==> src/rtl/exu_mdu_if.sv <==
// Handshake and data bundle between the execute-stage pipeline and the RV32M multiply/divide unit.
// The pipeline side drives the op and its operands. The MDU side returns stall, busy, done and the result.
interface exu_mdu_if #(
  parameter int XLEN = 32
);
  logic            mdu_start;
  logic [2:0]      mdu_funct3;
  logic [XLEN-1:0] mdu_src1;
  logic [XLEN-1:0] mdu_src2;
  logic            mdu_flush;
  logic            mdu_stall;
  logic            mdu_busy;
  logic            mdu_done;
  logic [XLEN-1:0] mdu_result;

  modport master (
    output mdu_start, mdu_funct3, mdu_src1, mdu_src2, mdu_flush,
    input  mdu_stall, mdu_busy, mdu_done, mdu_result
  );

  modport slave (
    input  mdu_start, mdu_funct3, mdu_src1, mdu_src2, mdu_flush,
    output mdu_stall, mdu_busy, mdu_done, mdu_result
  );
endinterface

==> src/rtl/exu_mdu.sv <==
// RV32M multiply/divide unit: 2-cycle multiply, iterative radix-2 restoring divide, flushable.
// state  | meaning
// S_IDLE | waiting for an M-op; accepts on start & ~flush
// S_MUL  | product of latched operands formed, result written on exit
// S_DIV  | one restoring step per cycle, cnt counts steps
// S_DONE | one-cycle done pulse, stall released
module exu_mdu #(
  parameter int XLEN  = 32,
  parameter int CNT_W = 6
) (
  input  logic       clk,
  input  logic       rst_n,
  exu_mdu_if.slave   mdu
);
  typedef enum logic [1:0] {S_IDLE, S_MUL, S_DIV, S_DONE} state_t;

  localparam logic [XLEN-1:0] MIN_VAL = {1'b1, {(XLEN-1){1'b0}}};

  state_t            state, state_nxt;
  logic [1:0]        op_r;
  logic [XLEN-1:0]   op_a, op_b, quo, rem, result_r;
  logic [CNT_W-1:0]  cnt;
  logic              neg_q, neg_r;

  logic              accept, div_zero, div_ovf, special, sgn_div;
  logic [XLEN-1:0]   src1_mag, src2_mag, special_res;
  logic [XLEN:0]     shifted, diff;
  logic [XLEN-1:0]   q_step, r_step, div_res, mul_res;
  logic              last_step, a_sgn, b_sgn;
  logic [2*XLEN-1:0] a_ext, b_ext, prod;

  assign accept   = (state == S_IDLE) & mdu.mdu_start & ~mdu.mdu_flush;
  assign sgn_div  = ~mdu.mdu_funct3[0];
  assign div_zero = (mdu.mdu_src2 == '0);
  assign div_ovf  = sgn_div & (mdu.mdu_src1 == MIN_VAL) & (mdu.mdu_src2 == '1);
  assign special  = mdu.mdu_funct3[2] & (div_zero | div_ovf);
  assign src1_mag = (sgn_div & mdu.mdu_src1[XLEN-1]) ? -mdu.mdu_src1 : mdu.mdu_src1;
  assign src2_mag = (sgn_div & mdu.mdu_src2[XLEN-1]) ? -mdu.mdu_src2 : mdu.mdu_src2;
  assign special_res = div_zero ? (mdu.mdu_funct3[1] ? mdu.mdu_src1 : '1)
                                : (mdu.mdu_funct3[1] ? '0 : MIN_VAL);

  // Restoring step: the dividend bits shift out of quo while quotient bits shift in.
  assign shifted   = {rem, quo[XLEN-1]};
  assign diff      = shifted - {1'b0, op_b};
  assign q_step    = {quo[XLEN-2:0], ~diff[XLEN]};
  assign r_step    = diff[XLEN] ? shifted[XLEN-1:0] : diff[XLEN-1:0];
  assign last_step = (cnt == CNT_W'(XLEN-1));
  assign div_res   = op_r[1] ? (neg_r ? -r_step : r_step)
                             : (neg_q ? -q_step : q_step);

  // The low 2*XLEN bits of a sign-extended product are exact for every signedness mix.
  assign a_sgn   = (op_r == 2'd1) | (op_r == 2'd2);
  assign b_sgn   = (op_r == 2'd1);
  assign a_ext   = {{XLEN{a_sgn & op_a[XLEN-1]}}, op_a};
  assign b_ext   = {{XLEN{b_sgn & op_b[XLEN-1]}}, op_b};
  assign prod    = a_ext * b_ext;
  assign mul_res = (op_r == 2'd0) ? prod[XLEN-1:0] : prod[2*XLEN-1:XLEN];

  always_comb begin
    state_nxt = state;
    case (state)
      S_IDLE: if (accept) begin
        if (!mdu.mdu_funct3[2]) state_nxt = S_MUL;
        else if (special)       state_nxt = S_DONE;
        else                    state_nxt = S_DIV;
      end
      S_MUL:  state_nxt = S_DONE;
      S_DIV:  if (last_step) state_nxt = S_DONE;
      S_DONE: state_nxt = S_IDLE;
      default: state_nxt = S_IDLE;
    endcase
    if (mdu.mdu_flush) state_nxt = S_IDLE;
  end

  always_ff @(posedge clk or negedge rst_n) begin
    if (!rst_n) state <= S_IDLE;
    else        state <= state_nxt;
  end

  always_ff @(posedge clk or negedge rst_n) begin
    if (!rst_n) begin
      op_r     <= '0;
      op_a     <= '0;
      op_b     <= '0;
      quo      <= '0;
      rem      <= '0;
      cnt      <= '0;
      neg_q    <= 1'b0;
      neg_r    <= 1'b0;
      result_r <= '0;
    end else if (accept) begin
      op_r  <= mdu.mdu_funct3[1:0];
      op_a  <= mdu.mdu_src1;
      op_b  <= mdu.mdu_funct3[2] ? src2_mag : mdu.mdu_src2;
      quo   <= src1_mag;
      rem   <= '0;
      cnt   <= '0;
      neg_q <= sgn_div & (mdu.mdu_src1[XLEN-1] ^ mdu.mdu_src2[XLEN-1]);
      neg_r <= sgn_div & mdu.mdu_src1[XLEN-1];
      if (special) result_r <= special_res;
    end else if (state == S_MUL && !mdu.mdu_flush) begin
      result_r <= mul_res;
    end else if (state == S_DIV && !mdu.mdu_flush) begin
      quo <= q_step;
      rem <= r_step;
      cnt <= cnt + CNT_W'(1);
      if (last_step) result_r <= div_res;
    end
  end

  assign mdu.mdu_stall  = accept | (state == S_MUL) | (state == S_DIV);
  assign mdu.mdu_busy   = (state == S_MUL) | (state == S_DIV);
  assign mdu.mdu_done   = (state == S_DONE);
  assign mdu.mdu_result = result_r;
endmodule

==> src/flat_wrapper.sv <==
// flat-port wrapper written by rule: the top's interface ports become plain ports
module exu_mdu_flat 
#(
  parameter int XLEN  = 32,
  parameter int CNT_W = 6
)
  (clk, rst_n, mdu_mdu_start, mdu_mdu_funct3, mdu_mdu_src1, mdu_mdu_src2, mdu_mdu_flush, mdu_mdu_stall, mdu_mdu_busy, mdu_mdu_done, mdu_mdu_result);
  exu_mdu_if #(.XLEN(XLEN)) mdu_i ();
  input  logic clk;
  input  logic rst_n;
  input wire logic [$bits(mdu_i.mdu_start)-1:0] mdu_mdu_start;
  input wire logic [$bits(mdu_i.mdu_funct3)-1:0] mdu_mdu_funct3;
  input wire logic [$bits(mdu_i.mdu_src1)-1:0] mdu_mdu_src1;
  input wire logic [$bits(mdu_i.mdu_src2)-1:0] mdu_mdu_src2;
  input wire logic [$bits(mdu_i.mdu_flush)-1:0] mdu_mdu_flush;
  output wire logic [$bits(mdu_i.mdu_stall)-1:0] mdu_mdu_stall;
  output wire logic [$bits(mdu_i.mdu_busy)-1:0] mdu_mdu_busy;
  output wire logic [$bits(mdu_i.mdu_done)-1:0] mdu_mdu_done;
  output wire logic [$bits(mdu_i.mdu_result)-1:0] mdu_mdu_result;
  assign mdu_i.mdu_start = mdu_mdu_start;
  assign mdu_i.mdu_funct3 = mdu_mdu_funct3;
  assign mdu_i.mdu_src1 = mdu_mdu_src1;
  assign mdu_i.mdu_src2 = mdu_mdu_src2;
  assign mdu_i.mdu_flush = mdu_mdu_flush;
  assign mdu_mdu_stall = mdu_i.mdu_stall;
  assign mdu_mdu_busy = mdu_i.mdu_busy;
  assign mdu_mdu_done = mdu_i.mdu_done;
  assign mdu_mdu_result = mdu_i.mdu_result;
  exu_mdu #(.XLEN(XLEN), .CNT_W(CNT_W)) u_core (.clk(clk), .rst_n(rst_n), .mdu(mdu_i));
endmodule
==> config.mk <==
export PLATFORM = sky130hd
export DESIGN_NAME = exu_mdu_flat
export DESIGN_NICKNAME = d
export VERILOG_FILES = /design/src/rtl/exu_mdu_if.sv /design/src/rtl/exu_mdu.sv /design/src/flat_wrapper.sv
export SDC_FILE = /design/constraint.sdc
export NUM_CORES = 2
export LEC_CHECK = 0
export ABC_AREA = 1
export CAP_MARGIN = 10
export CORE_ASPECT_RATIO = 0.9
export CORE_MARGIN = 10
export CORE_UTILIZATION = 45
export CTS_CLUSTER_DIAMETER = 30
export DETAILED_ROUTE_END_ITERATION = 7
export MAX_ROUTING_LAYER = met4
export SETUP_SLACK_MARGIN = 0.02
export SYNTH_ARGS = -nofsm -noshare
export SYNTH_HDL_FRONTEND = slang
export SYNTH_SLANG_ARGS = --single-unit
==> constraint.sdc <==
create_clock -name clk -period 8.95 [get_ports clk]
set_input_delay 0.895 -clock clk [delete_from_list [all_inputs] [get_ports clk]]
set_output_delay 0.895 -clock clk [all_outputs]
set_load 0.02 [all_outputs]
Word level (Yosys, flattened, before mapping):

Cells that the tools add are included.

* bits in registers: 172
* bits in latches: 0
* memory bits (writable): 0
* ROM bits: 0
* output and inout bits: 35
* word-level logic and storage cells: 91
* memories kept: 0

* $add $sub $neg: 6
* $mul: 1
* div/mod/pow operators: 0
* magnitude comparators: 0
* eq/ne operators: 12
* shift-type cells: 0
* mux-type cells: 31
* bitwise operators: 19
* reduce and logical (&&, ||, !) cells: 12

Operator list (number)
* 2-to-1 mux 32 bit: 22
* negator 32 bit: 4
* equality test 32 bit (second input constant): 2
* multiplier 33 x 33 -> 64 bit: 1
* subtractor 33 x 32 -> 33 bit: 1
* logical NOT 32 bit: 1
* 2-to-1 mux 6 bit: 3
* bitwise AND 1 bit: 10
* 2-to-1 mux 2 bit: 4
* case mux 2 bit (4 select lines): 1
* adder 6 x 1 -> 6 bit (second input constant): 1
* equality test 2 bit (second input constant): 3
* equality test 6 x 5 -> 1 bit (second input constant): 1
* != test 3 x 2 -> 1 bit (second input constant): 2
* nonzero test 3 bit: 2
* bitwise OR 1 bit: 5
* equality test 2 x 1 -> 1 bit (second input constant): 2
* logical NOT 2 bit: 2
* AND reduction 2 bit: 2
* NOT 1 bit: 3
* AND reduction 3 bit: 1
* logical AND 1 bit: 2
* != test 2 x 1 -> 1 bit (second input constant): 1
* != test 2 bit (second input constant): 1
* other kinds (4): 4

Logic depth before layout (Yosys ltp):

* depth after elaboration: 10
* mapped depth: 40
* mapped depth without buffers: 39

Least setup slack after synthesis:

OpenSTA, ideal clock, no wires.

* kind: flip-flop to flip-flop
* start point: register u_core.op_r[1]
* end point: register u_core.result_r[24] (netlist: u_core.mdu.mdu_result[24])
* arrival: 8.192 ns
* data required time: 8.873 ns
* slack: 0.681 ns
* stages on the path, launching flop included: 32
* path buffers: 3
* clock period less this slack: 8.269 ns
* cells stage by stage: dfrtp_1 -> clkinv_1 -> clkbuf_1 -> ha_1 -> nand2_1 -> clkbuf_1 -> clkbuf_1 -> nor2_1 -> fa_1 -> inv_1 -> fa_1 -> inv_1 -> fa_1 -> inv_1 -> fa_1 -> fa_1 -> fa_1 -> fa_1 -> fa_1 -> inv_1 -> ha_1 -> a21oi_1 -> inv_1 -> a21oi_1 -> o21ai_0 -> a221oi_1 -> nand2_1 -> a21oi_1 -> o21ai_0 -> a31oi_1 -> nand2_1 -> a21oi_1

* word-level cells in the longest chain between the ends: 7
* elaborated cells on any way between the ends: 13
* those cells by class: 1 x mul; 2 x eq/ne; 6 x mux; 3 x bitwise; 1 x reduce/logical

RTL lines
* start, declared: line exu_mdu.sv:20 `logic [1:0] op_r;`
* start signal, assigned: line exu_mdu.sv:92 `op_r <= mdu.mdu_funct3[1:0];`
* equality test 2 x 1 -> 1 bit / equality test 2 bit (equally long branches): line exu_mdu.sv:52, exu_mdu.sv:53
* bitwise OR 1 bit: line exu_mdu.sv:52 `assign a_sgn = (op_r == 2'd1) | (op_r == 2'd2);`
* bitwise AND 1 bit: line exu_mdu.sv:54 `assign a_ext = {{XLEN{a_sgn & op_a[XLEN-1]}}, op_a};`
* multiplier 33 x 33 -> 64 bit: line exu_mdu.sv:56 `assign prod = a_ext * b_ext;`
* 2-to-1 mux 32 bit: line exu_mdu.sv:57 `assign mul_res = (op_r == 2'd0) ? prod[XLEN-1:0] : prod[2*XLEN-1:XLEN];`
* 2-to-1 mux 32 bit (*): line exu_mdu.sv:101 `end else if (state == S_MUL && !mdu.mdu_flush) begin`
* 2-to-1 mux 32 bit (*): line exu_mdu.sv:91 `end else if (accept) begin`
* end signal, assigned: line exu_mdu.sv:100 `if (special) result_r <= special_res;`
* end signal, assigned: line exu_mdu.sv:102 `result_r <= mul_res;`
* end signal, assigned: line exu_mdu.sv:107 `if (last_step) result_r <= div_res;`
* end, declared: line exu_mdu.sv:21 `logic [XLEN-1:0] op_a, op_b, quo, rem, result_r;`

Mark *: on every way between the ends. The rest lies on a longest branch, timed or not. The select of a mux whose other input is x is not followed.
A chain may end at the register's enable or synchronous reset.

Final worst setup path:

* start point: register u_core.op_r[1]
* end point: register u_core.result_r[29] (netlist: u_core.mdu.mdu_result[29])

The elaborated chain is that of the path after synthesis.

==> flow_results.org <==
** Logic synthesis
- After Yosys synthesis, XOR and XNOR cells account for roughly 1.4% of the synthesized area.
- The synthesized design contains around 170 register bits.
- The number of nets handed over by synthesis was between 8,000 and 9,000.
- Main combinational cell family by area after synthesis :: adder cells
- Of the total synthesized cell area, the portion taken by AND, OR, NAND and NOR gates is just under 20%.
- After synthesis the cells add up to around 0.053 mm².
- EDFF count, synth :: 0
- Summing the areas of all compound-gate instances in the mapped netlist gives between 7 and 8% of the synthesized area.
- Number of distinct standard cells referenced by the synthesized netlist :: just under 60
- Sequential cells were found to cover roughly 8.1% of the synthesized design area.
- In the synthesized netlist the async set-or-reset flop fraction comes to between 90% and 100%.
- Of the post-synthesis cell area, the part taken by muxes is 0%.
- Averaged over all synthesized cells, the footprint is between 7 and 8 µm².
- Prevailing post-synth register cell :: dfrtp_1
- Synthesis produced a netlist whose cell count is between 7,000 and 8,000.
- Post-synthesis adder-cell area fraction :: 48.4%
- Number of warnings issued by yosys :: 0

** GRT
- For this run, the total global-route usage over all layers was measured as 29.3%.
- Entering global routing, the biggest net connects 72 pins.
- The number of global-route vias before repair is 47,400.
- GR Overflow Total :: 0
- First-pass GRT wire length :: between 200,000 and 300,000 µm
- Number of antenna violations at the first check in global routing :: 1

** Detailed routing
- Post-route ant nets :: 0
- After detailed routing, the number of vias per cell comes to 5.26.
- For this run, design rule violations remaining after detail routing come to 0.
- Vias after detailed routing :: 45,200
- The first detailed-routing pass took 6 iterations.
- Wires add up to 186,000 µm.
- In this run, the number of DRC markers left after iteration 0 of detailed routing was 3,745.
- Per-cell routed wire length :: ~22 µm

** Critical path
- Signal arrival time at the worst endpoint :: 8.88 ns
- In this design, the stage delay of the slowest critical-path cell is ~0.66 ns.
- The critical path is of the register to register type.
- Worst-path cell with the longest stage delay :: fa_2
- The worst setup path is launched from a register.
- In this run the worst path has a maximum fanout of 29.
- In this design, the critical path's most frequently occurring cell is fa_1.
- The worst register-to-register path has a depth of 32.
- Worst path required time :: ~9.4 ns
- Kind of end point of the critical path :: register

** CTS
- Clock-pin transition on the worst setup and hold timing paths :: about 0.090 ns
- Number of buffers inserted by hold repair at cts :: 0
- Clock Path Buffers :: 2
- CTS sink cnt :: ~170
- TritonCTS clock tree :: built
- CTS H-tree lvls :: 4
- The tree is rooted in a clkbuf_16.
- Total clock buffers created by CTS :: 17
- At the later pin of the worst-skew pair, clock insertion delay measures a little over 0.5 ns.

** Placed design
- Input and output buffers added on the ports amount to 105.
- GP Congestion :: around 1
- Once detailed placement completed, the half-perimeter wirelength came to 158,000 µm.

** STA
- After layout, the worst path uses 94.5% of the clock period.
- Number of max-slew violations in the final report :: 0
- For the pin with the worst max-slew slack, the measured transition is about 1.2 ns.
- The number of endpoints with negative hold slack in the final report came to 0.
- Upper clock frequency limit :: around 0.12 GHz
- Final period demand of the worst path :: between 8 and 9 ns
- Summed negative setup slack over all endpoints :: 0 ns
- Clock Skew :: 0.0240 ns
- Final count of negative-setup-slack endpoints :: 0
- RSZ-0062 raised after global routing :: no
- Headroom to the max-slew limit came out at 18.3%.

** Floorplanning
- Once the floorplan was initialized, standard cells occupied about 45% of the core.
- Die height :: around 350 µm
- I/O Pins :: 106
- In this run the core area contains 119 standard-cell rows.
- Placeable core region :: ~0.12 mm²
- Horizontal die dimension :: 383 µm
- The floorplan step defined a die boundary enclosing 0.132 mm².

** Final layout
- Combined area of the multi-input logic cells :: 0.0406 mm²
- Share of post-route cells with drive strength above 1 :: 4.31%
- Registers take between 0.004 and 0.005 mm².
- The library cell used most frequently in the layout, excluding fill and tap cells, is inv_1.
- In the layout the commonest cells are inv_1, nand2_1, fa_1.
- The net count of the finished layout is between 8,000 and 9,000.
- Number of fill cells in the layout :: between 10,000 and 15,000
- From synthesis to final layout, the design area changed by 6.99%.

** Run status
- The flow ran to the end, and the final reports show no timing, DRC or antenna violations.

** Worst hold path
- Worst hold path class :: input port to async pin

** Job
- Number of max-cap violations :: 0
kinds of logic after synthesis:
kind of cell / after synthesis
and+or+nand+nor: 2523
DFF: 172
AOI/OAI and AO/OA: 656
adders and majority gates: 1383
xor gates and xnor gates: 83
buffers and inverters: 2222
cell usage after synthesis (8+ instances only):
cell type	instances	share of area (%)
inv_1	1861	13
nand2_1	1764	12
fa_1	1126	42
nor2_1	366	2.6
clkbuf_1	312	2.2
ha_1	257	6.0
a21oi_1	227	2.1
o21ai_0	224	2.1
nand3_1	187	1.8
dfrtp_1	172	8.1
nor3_1	44	0.41
nand4_1	42	0.49
o211ai_1	42	0.59
xnor2_1	42	0.69
xor2_1	41	0.67
nand2_2	38	0.45
o22ai_1	36	0.42
a31oi_1	31	0.36
buf_1	22	0.16
nor4_1	19	0.22
nand3b_1	17	0.24
a21o_1	16	0.23
o21ai_1	13	0.12
nand2_4	10	0.21
o21bai_1	10	0.14
o221ai_1	10	0.16
inv_2	9	0.063
nor2_2	9	0.11
o21a_1	9	0.13
o31ai_1	8	0.11
through the flow:
step / instance area (µm²) / hold slack [ns] / setup slack [ns] / instances / utilization (%)
2_1_floorplan: 53200 / 0.473 / 0.681 / 7039 / -
3_3_place_gp: 56400 / 0.466 / 0.524 / 8542 / 48.1
3_5_place_dp: 56400 / 0.476 / 0.336 / 8542 / 48.1
4_1_cts: 56900 / 0.399 / 0.315 / 8574 / 48.6
5_1_grt: 57000 / 0.409 / 0.0944 / 8575 / 48.6
6_report: 57000 / 0.385 / 0.492 / 8577 / 48.6
critical path, delay by kind of cell, from the launching register on:
kind | cells | cell delay [ns]
adders and majority gates | 10 | 5.08
DFF | 1 | 0.36
and+or+nand+nor | 12 | 1.55
buffers and inverters | 7 | 0.84
AOI/OAI and AO/OA | 3 | 0.54
final timing paths:
path / end / startpoint / slack (ns)
max: u_core.mdu.mdu_result[29] / u_core.op_r[1] / 0.49
min: u_core.mdu.mdu_result[1] / rst_n / 0.39
max reg2reg: u_core.mdu.mdu_result[29] / u_core.op_r[1] / 0.49
min reg2reg: u_core.op_b[17] / u_core.op_b[17] / 0.50
max in group asynchronous: u_core.op_a[23] / rst_n / 6.98
min in group clk: u_core.op_b[17] / u_core.op_b[17] / 0.50
final cells by class:
type                            instances  share of cell area, %
Multi-Input combinational cell       4645                   71.2
Inverter                             1876                   12.4
Sequential cell                       172                   7.56
Timing Repair Buffer                  277                   4.38
Tap cell                             1573                   3.46
Clock buffer                           17                  0.747
Clock inverter                         15                  0.272
Antenna cell                            2                0.00879
repair_timing:
| action | CTS | global route |
|---|---|---|
| resized for setup | 0 | 4 |
| buffers inserted | 0 | 1 |
| endpoints found under the setup margin | 0 | 12 |
layer usage:
layer	wire (µm)	global-route usage [%]
met5	0	-
met2	86000	45.9
met3	11600	3.53
met4	8210	11.2
met1	80200	38.7
registers in the layout, summed over array words and instances, names as in the netlist:
signal and cells:
u_core.neg_q 1, u_core.op_r 2, u_core.state 2, u_core.rem 32
u_core.quo 32, u_core.neg_r 1, u_core.mdu.mdu_result 32, u_core.cnt 6
u_core.op_b 32, u_core.op_a 32
Power is not shown: default switching activity piles up to over one toggle a cycle in this logic, so the estimate is an artifact.
